$ cat src/rtl/arm_bus_pkg.sv
// Shared constants, state types and the CRC-16-CCITT byte step for the arm motor bus receiver.
package arm_bus_pkg;

    localparam logic [7:0]  ARM_BUS_SOF       = 8'hAA;
    localparam int          ARM_BUS_FRAME_LEN = 11;
    localparam logic [15:0] CRC16_POLY        = 16'h1021;
    localparam logic [15:0] CRC16_INIT        = 16'hFFFF;

    typedef enum logic [1:0] {
        RX_IDLE  = 2'd0,
        RX_START = 2'd1,
        RX_DATA  = 2'd2,
        RX_STOP  = 2'd3
    } rx_state_t;

    typedef enum logic [1:0] {
        F_HUNT  = 2'd0,
        F_BODY  = 2'd1,
        F_CHECK = 2'd2
    } frame_state_t;

    // MSB-first, non-reflected update; eight shift/xor steps unrolled by synthesis.
    function automatic logic [15:0] crc16_byte(input logic [15:0] crc, input logic [7:0] data);
        logic [15:0] c;
        c = crc ^ {data, 8'h00};
        for (int i = 0; i < 8; i++) begin
            if (c[15]) c = {c[14:0], 1'b0} ^ CRC16_POLY;
            else       c = {c[14:0], 1'b0};
        end
        return c;
    endfunction

endpackage

$ cat src/rtl/arm_bus_status_rx_if.sv
// Status bus from the arm bus receiver to the motor register bank, plus FSM debug visibility.
interface arm_bus_status_rx_if;
    import arm_bus_pkg::*;

    // status_valid is a one-cycle strobe with no backpressure: the sink must take the
    // fields while it is high; the fields also hold until the next good frame.
    logic         status_valid;
    logic [7:0]   status_motor;
    logic [15:0]  encoder0_position;
    logic [15:0]  encoder1_position;
    logic [15:0]  current;
    logic [7:0]   error_code;
    logic [31:0]  good_frames;
    logic [31:0]  crc_errors;
    logic [31:0]  framing_errors;
    frame_state_t frame_state;
    rx_state_t    rx_state;
    logic         rx_busy;

    modport master (
        output status_valid, status_motor, encoder0_position, encoder1_position,
               current, error_code, good_frames, crc_errors, framing_errors,
               frame_state, rx_state, rx_busy
    );

    modport slave (
        input status_valid, status_motor, encoder0_position, encoder1_position,
              current, error_code, good_frames, crc_errors, framing_errors,
              frame_state, rx_state, rx_busy
    );

endinterface

$ cat src/rtl/arm_bus_uart_rx.sv
// 8N1 UART byte receiver with a 2-FF input synchronizer; samples mid-bit at the latched bit period.
module arm_bus_uart_rx
    import arm_bus_pkg::*;
(
    input  logic        clk,
    input  logic        reset,
    input  logic        rx_i,
    input  logic [15:0] clks_per_bit,
    output logic        byte_valid,
    output logic        byte_err,
    output logic [7:0]  data,
    output logic        busy,
    output logic [15:0] cpb,
    output rx_state_t   state
);

    logic        sync_q1;
    logic        sync_q2;
    logic        rx_prev;
    rx_state_t   state_q;
    rx_state_t   state_d;
    logic [15:0] cnt_q;
    logic [2:0]  bit_q;
    logic [7:0]  shift_q;
    logic [15:0] cpb_q;
    logic        fall;
    logic        tick;
    logic [15:0] cpb_sel;

    assign fall    = rx_prev & ~sync_q2;
    assign cpb_sel = (clks_per_bit < 16'd4) ? 16'd4 : clks_per_bit;
    // The start bit is checked half a period in, so later samples land mid-bit.
    assign tick    = (state_q == RX_START) ? (cnt_q == (cpb_q >> 1) - 16'd1)
                                           : (cnt_q == cpb_q - 16'd1);

    always_ff @(posedge clk or negedge reset) begin
        if (!reset) state_q <= RX_IDLE;
        else        state_q <= state_d;
    end

    always_comb begin
        state_d = state_q;
        case (state_q)
            RX_IDLE:  if (fall) state_d = RX_START;
            RX_START: if (tick) state_d = sync_q2 ? RX_IDLE : RX_DATA;
            RX_DATA:  if (tick && bit_q == 3'd7) state_d = RX_STOP;
            RX_STOP:  if (tick) state_d = RX_IDLE;
            default:  state_d = RX_IDLE;
        endcase
    end

    always_ff @(posedge clk or negedge reset) begin
        if (!reset) begin
            sync_q1    <= 1'b1;
            sync_q2    <= 1'b1;
            rx_prev    <= 1'b1;
            cnt_q      <= '0;
            bit_q      <= '0;
            shift_q    <= '0;
            cpb_q      <= 16'd4;
            byte_valid <= 1'b0;
            byte_err   <= 1'b0;
        end else begin
            sync_q1    <= rx_i;
            sync_q2    <= sync_q1;
            rx_prev    <= sync_q2;
            byte_valid <= 1'b0;
            byte_err   <= 1'b0;
            if (state_q == RX_IDLE) begin
                cnt_q <= '0;
                bit_q <= '0;
                if (fall) cpb_q <= cpb_sel;
            end else begin
                cnt_q <= tick ? 16'd0 : cnt_q + 16'd1;
            end
            if (state_q == RX_DATA && tick) begin
                shift_q <= {sync_q2, shift_q[7:1]};
                bit_q   <= bit_q + 3'd1;
            end
            if (state_q == RX_STOP && tick) begin
                byte_valid <= sync_q2;
                byte_err   <= ~sync_q2;
            end
        end
    end

    assign data  = shift_q;
    assign busy  = (state_q != RX_IDLE);
    assign cpb   = cpb_q;
    assign state = state_q;

endmodule

$ cat src/rtl/arm_bus_status_rx.sv
// Arm motor bus status receiver: frames UART bytes, checks CRC-16, strobes per-motor status.
// Frame quality counters exist only when ARM_BUS_RX_STATS_EN is defined; otherwise they read 0.
module arm_bus_status_rx
    import arm_bus_pkg::*;
#(
    parameter int NUMBER_OF_MOTORS = 10,
    parameter int ID_BASE          = 128,
    parameter int TIMEOUT_BITS     = 20
) (
    input  logic                clk,
    input  logic                reset,
    input  logic                rx_i,
    input  logic [15:0]         clks_per_bit,
    arm_bus_status_rx_if.master bus
);

    logic         byte_valid;
    logic         byte_err;
    logic [7:0]   rx_byte;
    logic         rx_busy;
    logic [15:0]  cpb;
    rx_state_t    rx_state;

    arm_bus_uart_rx u_uart (
        .clk          (clk),
        .reset        (reset),
        .rx_i         (rx_i),
        .clks_per_bit (clks_per_bit),
        .byte_valid   (byte_valid),
        .byte_err     (byte_err),
        .data         (rx_byte),
        .busy         (rx_busy),
        .cpb          (cpb),
        .state        (rx_state)
    );

    frame_state_t fstate_q;
    frame_state_t fstate_d;
    logic [3:0]   idx_q;
    logic [15:0]  crc_q;
    logic [15:0]  rx_crc_q;
    logic [7:0]   id_q;
    logic [15:0]  enc0_q;
    logic [15:0]  enc1_q;
    logic [15:0]  cur_q;
    logic [7:0]   err_q;
    logic [31:0]  tmo_q;
    logic [31:0]  tmo_limit;
    logic         tmo_expired;
    logic [8:0]   slot_wide;
    logic         in_range;
    logic         crc_ok;
    logic         last_byte;
    logic         good_ev;
    logic         crc_ev;
    logic         frm_ev;

    logic         valid_q;
    logic [7:0]   motor_q;
    logic [15:0]  enc0_out_q;
    logic [15:0]  enc1_out_q;
    logic [15:0]  cur_out_q;
    logic [7:0]   err_out_q;

    assign tmo_limit   = 32'(TIMEOUT_BITS) * {16'd0, cpb};
    assign tmo_expired = (tmo_q >= tmo_limit);
    // Ids below ID_BASE borrow into bit 8 and are rejected with the too-high ones.
    assign slot_wide   = {1'b0, id_q} - 9'(ID_BASE);
    assign in_range    = !slot_wide[8] && (slot_wide[7:0] < 8'(NUMBER_OF_MOTORS));
    assign crc_ok      = (rx_crc_q == crc_q);
    assign last_byte   = byte_valid && (idx_q == 4'(ARM_BUS_FRAME_LEN - 1));

    always_ff @(posedge clk or negedge reset) begin
        if (!reset) fstate_q <= F_HUNT;
        else        fstate_q <= fstate_d;
    end

    always_comb begin
        fstate_d = fstate_q;
        good_ev  = 1'b0;
        crc_ev   = 1'b0;
        frm_ev   = 1'b0;
        case (fstate_q)
            F_HUNT: begin
                if (byte_valid && rx_byte == ARM_BUS_SOF) fstate_d = F_BODY;
            end
            F_BODY: begin
                if (byte_valid) begin
                    if (last_byte) fstate_d = F_CHECK;
                end else if (byte_err || tmo_expired) begin
                    frm_ev   = 1'b1;
                    fstate_d = F_HUNT;
                end
            end
            F_CHECK: begin
                good_ev  = crc_ok && in_range;
                crc_ev   = !crc_ok;
                fstate_d = F_HUNT;
            end
            default: fstate_d = F_HUNT;
        endcase
    end

    always_ff @(posedge clk or negedge reset) begin
        if (!reset) begin
            idx_q      <= '0;
            crc_q      <= CRC16_INIT;
            rx_crc_q   <= '0;
            id_q       <= '0;
            enc0_q     <= '0;
            enc1_q     <= '0;
            cur_q      <= '0;
            err_q      <= '0;
            tmo_q      <= '0;
            valid_q    <= 1'b0;
            motor_q    <= '0;
            enc0_out_q <= '0;
            enc1_out_q <= '0;
            cur_out_q  <= '0;
            err_out_q  <= '0;
        end else begin
            valid_q <= good_ev;
            if (good_ev) begin
                motor_q    <= slot_wide[7:0];
                enc0_out_q <= enc0_q;
                enc1_out_q <= enc1_q;
                cur_out_q  <= cur_q;
                err_out_q  <= err_q;
            end
            case (fstate_q)
                F_HUNT: begin
                    if (byte_valid && rx_byte == ARM_BUS_SOF) begin
                        crc_q <= CRC16_INIT;
                        idx_q <= 4'd1;
                        tmo_q <= '0;
                    end
                end
                F_BODY: begin
                    if (byte_valid) begin
                        tmo_q <= '0;
                        idx_q <= idx_q + 4'd1;
                        // CRC covers id..err (indices 1..8); the trailing two bytes are the check value.
                        if (idx_q <= 4'd8) crc_q <= crc16_byte(crc_q, rx_byte);
                        case (idx_q)
                            4'd1:    id_q           <= rx_byte;
                            4'd2:    enc0_q[15:8]   <= rx_byte;
                            4'd3:    enc0_q[7:0]    <= rx_byte;
                            4'd4:    enc1_q[15:8]   <= rx_byte;
                            4'd5:    enc1_q[7:0]    <= rx_byte;
                            4'd6:    cur_q[15:8]    <= rx_byte;
                            4'd7:    cur_q[7:0]     <= rx_byte;
                            4'd8:    err_q          <= rx_byte;
                            4'd9:    rx_crc_q[15:8] <= rx_byte;
                            4'd10:   rx_crc_q[7:0]  <= rx_byte;
                            default: ;
                        endcase
                    end else begin
                        tmo_q <= tmo_q + 32'd1;
                    end
                end
                default: ;
            endcase
        end
    end

`ifdef ARM_BUS_RX_STATS_EN
    logic [31:0] good_q;
    logic [31:0] crc_err_q;
    logic [31:0] frm_err_q;

    // Saturating counters; independent enables so coincident events all count.
    always_ff @(posedge clk or negedge reset) begin
        if (!reset) begin
            good_q    <= '0;
            crc_err_q <= '0;
            frm_err_q <= '0;
        end else begin
            if (good_ev && good_q != '1)    good_q    <= good_q + 32'd1;
            if (crc_ev && crc_err_q != '1)  crc_err_q <= crc_err_q + 32'd1;
            if (frm_ev && frm_err_q != '1)  frm_err_q <= frm_err_q + 32'd1;
        end
    end

    assign bus.good_frames    = good_q;
    assign bus.crc_errors     = crc_err_q;
    assign bus.framing_errors = frm_err_q;
`else
    logic stats_unused;
    assign stats_unused       = crc_ev ^ frm_ev;
    assign bus.good_frames    = '0;
    assign bus.crc_errors     = '0;
    assign bus.framing_errors = '0;
`endif

    assign bus.status_valid      = valid_q;
    assign bus.status_motor      = motor_q;
    assign bus.encoder0_position = enc0_out_q;
    assign bus.encoder1_position = enc1_out_q;
    assign bus.current           = cur_out_q;
    assign bus.error_code        = err_out_q;
    assign bus.frame_state       = fstate_q;
    assign bus.rx_state          = rx_state;
    assign bus.rx_busy           = rx_busy;

endmodule

$ cat src/flat_wrapper.sv
// flat-port wrapper written by rule: the top's interface ports become plain ports
module arm_bus_status_rx_flat import arm_bus_pkg::*;
#(
    parameter int NUMBER_OF_MOTORS = 10,
    parameter int ID_BASE          = 128,
    parameter int TIMEOUT_BITS     = 20
)
  (clk, reset, rx_i, clks_per_bit, bus_status_valid, bus_status_motor, bus_encoder0_position, bus_encoder1_position, bus_current, bus_error_code, bus_good_frames, bus_crc_errors, bus_framing_errors, bus_frame_state, bus_rx_state, bus_rx_busy);
  arm_bus_status_rx_if bus_i ();
  input  logic clk;
  input  logic reset;
  input  logic rx_i;
  input  logic [15:0] clks_per_bit;
  output wire logic [$bits(bus_i.status_valid)-1:0] bus_status_valid;
  output wire logic [$bits(bus_i.status_motor)-1:0] bus_status_motor;
  output wire logic [$bits(bus_i.encoder0_position)-1:0] bus_encoder0_position;
  output wire logic [$bits(bus_i.encoder1_position)-1:0] bus_encoder1_position;
  output wire logic [$bits(bus_i.current)-1:0] bus_current;
  output wire logic [$bits(bus_i.error_code)-1:0] bus_error_code;
  output wire logic [$bits(bus_i.good_frames)-1:0] bus_good_frames;
  output wire logic [$bits(bus_i.crc_errors)-1:0] bus_crc_errors;
  output wire logic [$bits(bus_i.framing_errors)-1:0] bus_framing_errors;
  output wire logic [$bits(bus_i.frame_state)-1:0] bus_frame_state;
  output wire logic [$bits(bus_i.rx_state)-1:0] bus_rx_state;
  output wire logic [$bits(bus_i.rx_busy)-1:0] bus_rx_busy;
  assign bus_status_valid = bus_i.status_valid;
  assign bus_status_motor = bus_i.status_motor;
  assign bus_encoder0_position = bus_i.encoder0_position;
  assign bus_encoder1_position = bus_i.encoder1_position;
  assign bus_current = bus_i.current;
  assign bus_error_code = bus_i.error_code;
  assign bus_good_frames = bus_i.good_frames;
  assign bus_crc_errors = bus_i.crc_errors;
  assign bus_framing_errors = bus_i.framing_errors;
  assign bus_frame_state = bus_i.frame_state;
  assign bus_rx_state = bus_i.rx_state;
  assign bus_rx_busy = bus_i.rx_busy;
  arm_bus_status_rx #(.NUMBER_OF_MOTORS(NUMBER_OF_MOTORS), .ID_BASE(ID_BASE), .TIMEOUT_BITS(TIMEOUT_BITS)) u_core (.clk(clk), .reset(reset), .rx_i(rx_i), .clks_per_bit(clks_per_bit), .bus(bus_i));
endmodule
$ cat config.mk
export PLATFORM = sky130hd
export DESIGN_NAME = arm_bus_status_rx_flat
export DESIGN_NICKNAME = d
export VERILOG_FILES = /design/src/rtl/arm_bus_pkg.sv /design/src/rtl/arm_bus_status_rx_if.sv /design/src/rtl/arm_bus_uart_rx.sv /design/src/rtl/arm_bus_status_rx.sv /design/src/flat_wrapper.sv
export SDC_FILE = /design/constraint.sdc
export NUM_CORES = 1
export LEC_CHECK = 0
export CELL_PAD_IN_SITES_DETAIL_PLACEMENT = 1
export CELL_PAD_IN_SITES_GLOBAL_PLACEMENT = 2
export CORE_UTILIZATION = 39
export DETAILED_ROUTE_END_ITERATION = 6
export GPL_TIMING_DRIVEN = 0
export PLACE_DENSITY_LB_ADDON = 0.1
export SYNTH_ARGS = -nofsm -noshare
export SYNTH_HDL_FRONTEND = slang
export SYNTH_SLANG_ARGS = --single-unit
$ cat constraint.sdc
create_clock -name clk -period 6.1 [get_ports clk]
set_input_delay 1.22 -clock clk [delete_from_list [all_inputs] [get_ports clk]]
set_output_delay 1.22 -clock clk [all_outputs]
set_load 0.005 [all_outputs]
==> results of run 1 <==
==> metal layers <==
metal | up-vias | share of wire (%) | track usage [%]
met5 | - | 0 | 0
met4 | 0 | 2.0 | 4.26
met3 | 40 | 3.0 | 2.33
met2 | 153 | 50 | 32.2
met1 | 4747 | 46 | 25.5
li1 | 4496 | - | -
==> worst paths after layout <==
path / end / slack (ns) / depth (start not counted)
max in group asynchronous: u_core.u_uart.bit_q[1] / 4.53 / 2
setup / recovery: u_core.u_uart.cnt_q[9] / 1.55 / 15
hold / removal: u_core.u_uart.sync_q2 / 0.36 / 0
min in group asynchronous: u_core.rx_crc_q[11] / 0.61 / 1
setup reg to reg: u_core.u_uart.cnt_q[9] / 1.55 / 15
hold reg to reg: u_core.u_uart.sync_q2 / 0.36 / 0
==> sequential cells by signal (all words and copies together), names as in the netlist, 16 cells and up, named ones only <==
| name | cells |
|---|---|
| u_core.bus.current | 16 |
| u_core.bus.encoder0_position | 16 |
| u_core.u_uart.cnt_q | 16 |
| u_core.rx_crc_q | 16 |
| u_core.tmo_q | 32 |
| u_core.enc0_q | 16 |
| u_core.u_uart.cpb | 16 |
| u_core.bus.encoder1_position | 16 |
| u_core.cur_q | 16 |
| u_core.enc1_q | 16 |
| u_core.crc_q | 16 |
==> through the flow <==
stage	area, um2	setup WS (ns)	hold slack [ns]	total power [mW]
after floorplan	13700	2.35	0.345	3.36
after global routing	16200	1.25	0.362	6.02
after global placement	15200	-7.25	0.347	3.81
after detailed placement	15200	1.59	0.349	3.84
after CTS	16200	1.55	0.357	5.71
final	16200	1.55	0.355	5.62
==> cells in the mapped netlist (3+ instances only) <==
library cell  instances
dfrtp_1             229
mux2_2              148
buf_4                98
nand2_1              96
nor2_1               63
xor2_1               58
ha_1                 57
xnor2_1              53
clkbuf_1             43
o21ai_0              41
nor3_1               36
a21oi_1              28
nand3_1              28
inv_1                27
dfstp_2              20
nand4_1              18
and3_1               14
a21o_1               11
mux2i_1              11
nor4_1               11
or3_1                11
and2_1                9
nand2b_1              8
and4_1                7
a31oi_1               6
nor2b_1               6
a211oi_1              4
a21boi_0              4
and3b_1               4
nand3b_1              4
nor3b_1               4
o21a_1                4
o31ai_1               4
or2_2                 4
or4_1                 4
a211o_1               3
buf_2                 3
==> report_power, final <==
part | internal (mW) | switching [mW] | leakage [nW] | total (mW)
logic | 0.848 | 1.06 | 4.24 | 1.91
clock network | 1.11 | 0.713 | 0.502 | 1.82
registers | 1.73 | 0.157 | 3.37 | 1.89
total | 3.69 | 1.93 | 8.12 | 5.62
==> area by class of cell <==
| type | instances | area share, % |
|---|---|---|
| plain buffers | 146 | 5.72 |
| clock buffers | 38 | 4.98 |
| clock inverters | 15 | 1.22 |
| inverters | 27 | 0.624 |
| multi-input cells | 894 | 39.7 |
| flip-flops and latches | 249 | 38.5 |
| well taps | 448 | 3.45 |
| repair buffers | 90 | 5.79 |
==> critical path, stage by stage, from the launching register on <==
cell and delay, ns:
dfrtp_1 0.50, nor2b_2 0.27, buf_2 0.30, buf_4 0.25, mux2i_1 0.34, ha_1 0.30, inv_1 0.09, a211oi_1 0.39
and3_1 0.31, and3_1 0.18, a21oi_1 0.16, nor4_4 0.64, and2_0 0.20, buf_2 0.20, buf_4 0.21, nor3_1 0.07
==> cell usage in the layout, fill, tap and decap left out, drive strengths merged, types with 8 or more instances in the layout <==
cell type,synthesis,final
a21o,11,11
xor2,58,58
nand2,96,96
inv,27,29
mux2i,11,11
conb,1,96
dfstp,20,20
clkbuf,44,82
or3,11,11
mux2,150,150
ha,57,57
a21oi,28,28
nand2b,8,8
nand4,18,18
clkdlybuf4s50,0,87
clkinv,0,8
xnor2,53,53
nor4,13,13
nand3,29,29
o21ai,42,42
nor2,64,64
buf,102,105
and3,14,14
nor3,36,36
and2,10,10
dfrtp,229,229
==> cell families after synthesis <==
family,share of synthesized area (%)
DFF,46.8
buffers and inverters,7.70
AOI/OAI and AO/OA,6.35
xor gates and xnor gates,7.27
other,0.0280
muxes,13.4
and+or+nand+nor,13.0
adders and majority gates,5.48
==> run metrics, run 1 <==
Seq/Total Area, Yosys=46.8%; final hold vios=0; total track usage=18.9%; maximum clock path buffer count=3; pin count of the biggest net entering global routing=113; clk sink count=249; Warnings, synthesis=0; WP data arrival=4.97 ns; Least-Margin Pin Slew=1.33 ns; Die ar.=35000 um2; # fillers=3705; post_cts resized=0; setup TNS=0 ns; Setup crit start kind=flop; status=completed; Max FO, Critical Path=10; Reg area=6260 um2; netlist area before placement=13400 um2; number of global-route vias before repair=9816; #FFs+latches synth=249; Placed Cells=1854; hpwl dp=23.2 mm; post-layout minimum cycle time=4.55 ns; Post-route DRC=0; period utilization=74.5%; Max Cap Violations=0; relative slew slack=10.5%; Distinct cells, synth=72; FFs w/ async S/R, synth=100%; Initial Utilization=39.8%; # setup viols final=0; critical path capture point type=flop; H-tree depth=1; initial antenna violation count=0; Num CTS Buffers=29; Skew-Pair Late Insertion Delay=0.56 ns; RSZ-0062 raised after global routing=no; Mean Syn Cell Area=11.0 um2; RR Startpoint=u_core.u_uart.state[0]; Routed WL=32.4 mm; HP Start=u_core.u_uart.sync_q1; number of setup buffers added after CTS=0; Hold Path Class=reg -> reg; first drt pass iteration count=6; synth top area cells=dfrtp_1 (43%), mux2_2 (12%), buf_4 (5.5%); Iteration-0 DRC Markers=284; Crit Path Class=reg -> reg; CTS Hold Buffers Added=0; die height=187 um; remaining global-route overflow=0; origin of the worst setup path=u_core.u_uart.state[0]; routed vias/inst=4.95; via count=9436; Final #Nets=1514; area grow syn2layout=21.4%; Worst VDD drop=276 uV; Synth top area share=42.8%; Finished Layout Cells=1907; footprint of the multi-input gates=6450 um2; post-synth top area cell=dfrtp_1; Synth Flop Type=dfrtp_1; clk_skew=0.0104 ns; final core occ=48.3%; # port buffers=88; core box area=33600 um2; first-pass GRT wire length=53.8 mm; gpl congestion=0.773; Rows=67; Static Leak=8.12 nW; f_max=0.220 GHz; max-slew violations=0; number of synthesized flops with an enable pin=0; I/O Pins=185; root buf cell=clkbuf_16; CTS tree=built; share of cells above drive strength 1=23.0%; clock slew at reported path FFs=0.06 ns; worst endpoint required time=6.52 ns; Die Span X=187 um; PD cells=346 nW/um2; synthesized instance count=1221; # diodes=0; Routed Antenna Nets=0; drt wl/cell=17.0 um
No activity file was read; power rests on OpenSTA's default activity.
==> run 2, diff against run 1 <==
- CORE_UTILIZATION: 39 -> 33
- clock period: 6.1 -> 4.05 ns (I/O delays scaled with it)
==> run 2 against run 1 <==
  * Non-clock buffer count is 8 higher
  * Total power up 53%
  * Register-to-register slack worse by 1.3 ns
==> run metrics, run 2 (synthesis gave the netlist of run 1 again) <==
total track usage=16.6%; Static Leak=8.16 nW; Max Cap Violations=0; Routed Antenna Nets=0; RSZ-0062 raised after global routing=no; routed vias/inst=4.68; first-pass GRT wire length=54.5 mm; Iteration-0 DRC Markers=248; Rows=73; core box area=39800 um2; f_max=0.265 GHz; Die Span X=203 um; max-slew violations=0; Num CTS Buffers=30; Placed Cells=1931; final hold vios=0; root buf cell=clkbuf_16; PD cells=521 nW/um2; number of global-route vias before repair=9644; Final #Nets=1523; Post-route DRC=0; pin count of the biggest net entering global routing=121; clk sink count=249; Least-Margin Pin Slew=1.12 ns; Setup crit start kind=flop; I/O Pins=185; met3 wire length=1.04 mm; dpl cell area=15300 um2; Crit Path Class=reg -> reg; Largest register FFs=32; share of cells above drive strength 1=24.5%; post-layout minimum cycle time=3.78 ns; # diodes=0; design area=16500 um2; hpwl dp=24.2 mm; gpl congestion=0.789; maximum clock path buffer count=3; Max FO, Critical Path=19; via count=9336; Worst VDD drop=370 uV; relative slew slack=25.4%; commonest non-fill, non-tap cells in the layout=dfrtp_1 (224), mux2_2 (148), buf_4 (106); worst endpoint required time=4.51 ns; period utilization=93.2%; drt wl/cell=16.8 um; # setup viols final=0; first drt pass iteration count=4; clk_skew=0.0105 ns; # port buffers=88; Skew-Pair Late Insertion Delay=0.58 ns; critical path capture point type=flop; met2 routed wirelength=16.0 mm; remaining global-route overflow=0; Die ar.=41300 um2; area grow syn2layout=23.4%; Top reg by flops=u_core.tmo_q; CTS tree=built; WP data arrival=4.23 ns; initial antenna violation count=0; most common cell after layout, fill and taps aside=dfrtp_1; top layer in use=met4; Routed WL=33.5 mm; Finished Layout Cells=1995; status=completed; Hold Path Class=in -> async; Initial Utilization=33.6%; CTS Hold Buffers Added=0; DRT met1 WL=15.9 mm; die height=203 um; clock slew at reported path FFs=0.06 ns; H-tree depth=1
-- run 2: final cells by class --
| class | instances | area [um2] |
|---|---|---|
| clock inverters | 8 | 95.1 |
| well taps | 525 | 657 |
| inverters | 27 | 101 |
| multi-input cells | 894 | 6540 |
| plain buffers | 145 | 923 |
| flip-flops and latches | 249 | 6260 |
| fillers | 4443 | 23300 |
| clock buffers | 48 | 908 |
| repair buffers | 99 | 1020 |
-- run 2: worst paths after layout --
| check | from | endpoint | slack [ns] | cells past startpoint |
|---|---|---|---|---|
| max in group asynchronous | reset | u_core.u_uart.state[0] | 2.52 | 3 |
| worst min register to register | u_core.u_uart.sync_q1 | u_core.u_uart.sync_q2 | 0.35 | 0 |
| worst max-delay path | u_core.u_uart.state[0] | flop | 0.27 | 12 |
| min in group clk | u_core.u_uart.sync_q1 | u_core.u_uart.sync_q2 | 0.35 | 0 |
| worst min-delay path | reset | u_core.rx_crc_q[13] | 0.1 | 1 |
| worst max register to register | u_core.u_uart.state[0] | flop | 0.27 | 12 |
-- run 2: metrics by stage --
step | power [mW] | worst slack (ns) | util, % | hold WS (ns) | setup TNS, ns
floorplan | 5.05 | 0.300 | - | 0.345 | 0
global placement | 5.77 | -9.14 | 38.3 | 0.347 | -2209.88
detailed placement | 5.80 | -0.619 | 38.5 | 0.348 | -14.50
CTS | 8.66 | 0.00533 | 41.2 | 0.0694 | 0
global route | 9.25 | 0.0257 | 41.4 | 0.0852 | 0
finish | 8.59 | 0.274 | 41.4 | 0.0959 | 0
-- run 2: critical path: stages, from the launching register on --
cell,delay [ns]
dfrtp_2,0.45
nor2b_4,0.22
buf_4,0.30
mux2i_4,0.31
ha_2,0.25
inv_1,0.10
a211oi_2,0.26
and3_2,0.29
o2111ai_1,0.14
a2111o_1,0.43
or2_2,0.35
nor4_2,0.23
mux2_1,0.34
-- run 2: what timing repair did --
action / 4_1_cts / 5_1_grt
gates resized for setup: 12 / 13
pin swaps: 2 / 5
endpoints found under the setup margin: 32 / 32
buffers inserted: 4 / 5
-- run 2: power by group --
part	internal (mW)	switching (mW)	leakage, nW	total, mW
Combinational	1.38	1.69	4.30	3.07
Sequential	2.62	0.216	3.37	2.83
Clock	1.60	1.09	0.487	2.69
-- run 2: layer usage --
metal	up-vias	global-route usage (%)
li1	4520	-
met5	-	0
met2	114	27.3
met1	4667	23.0
met3	35	2.46
met4	0	3.46
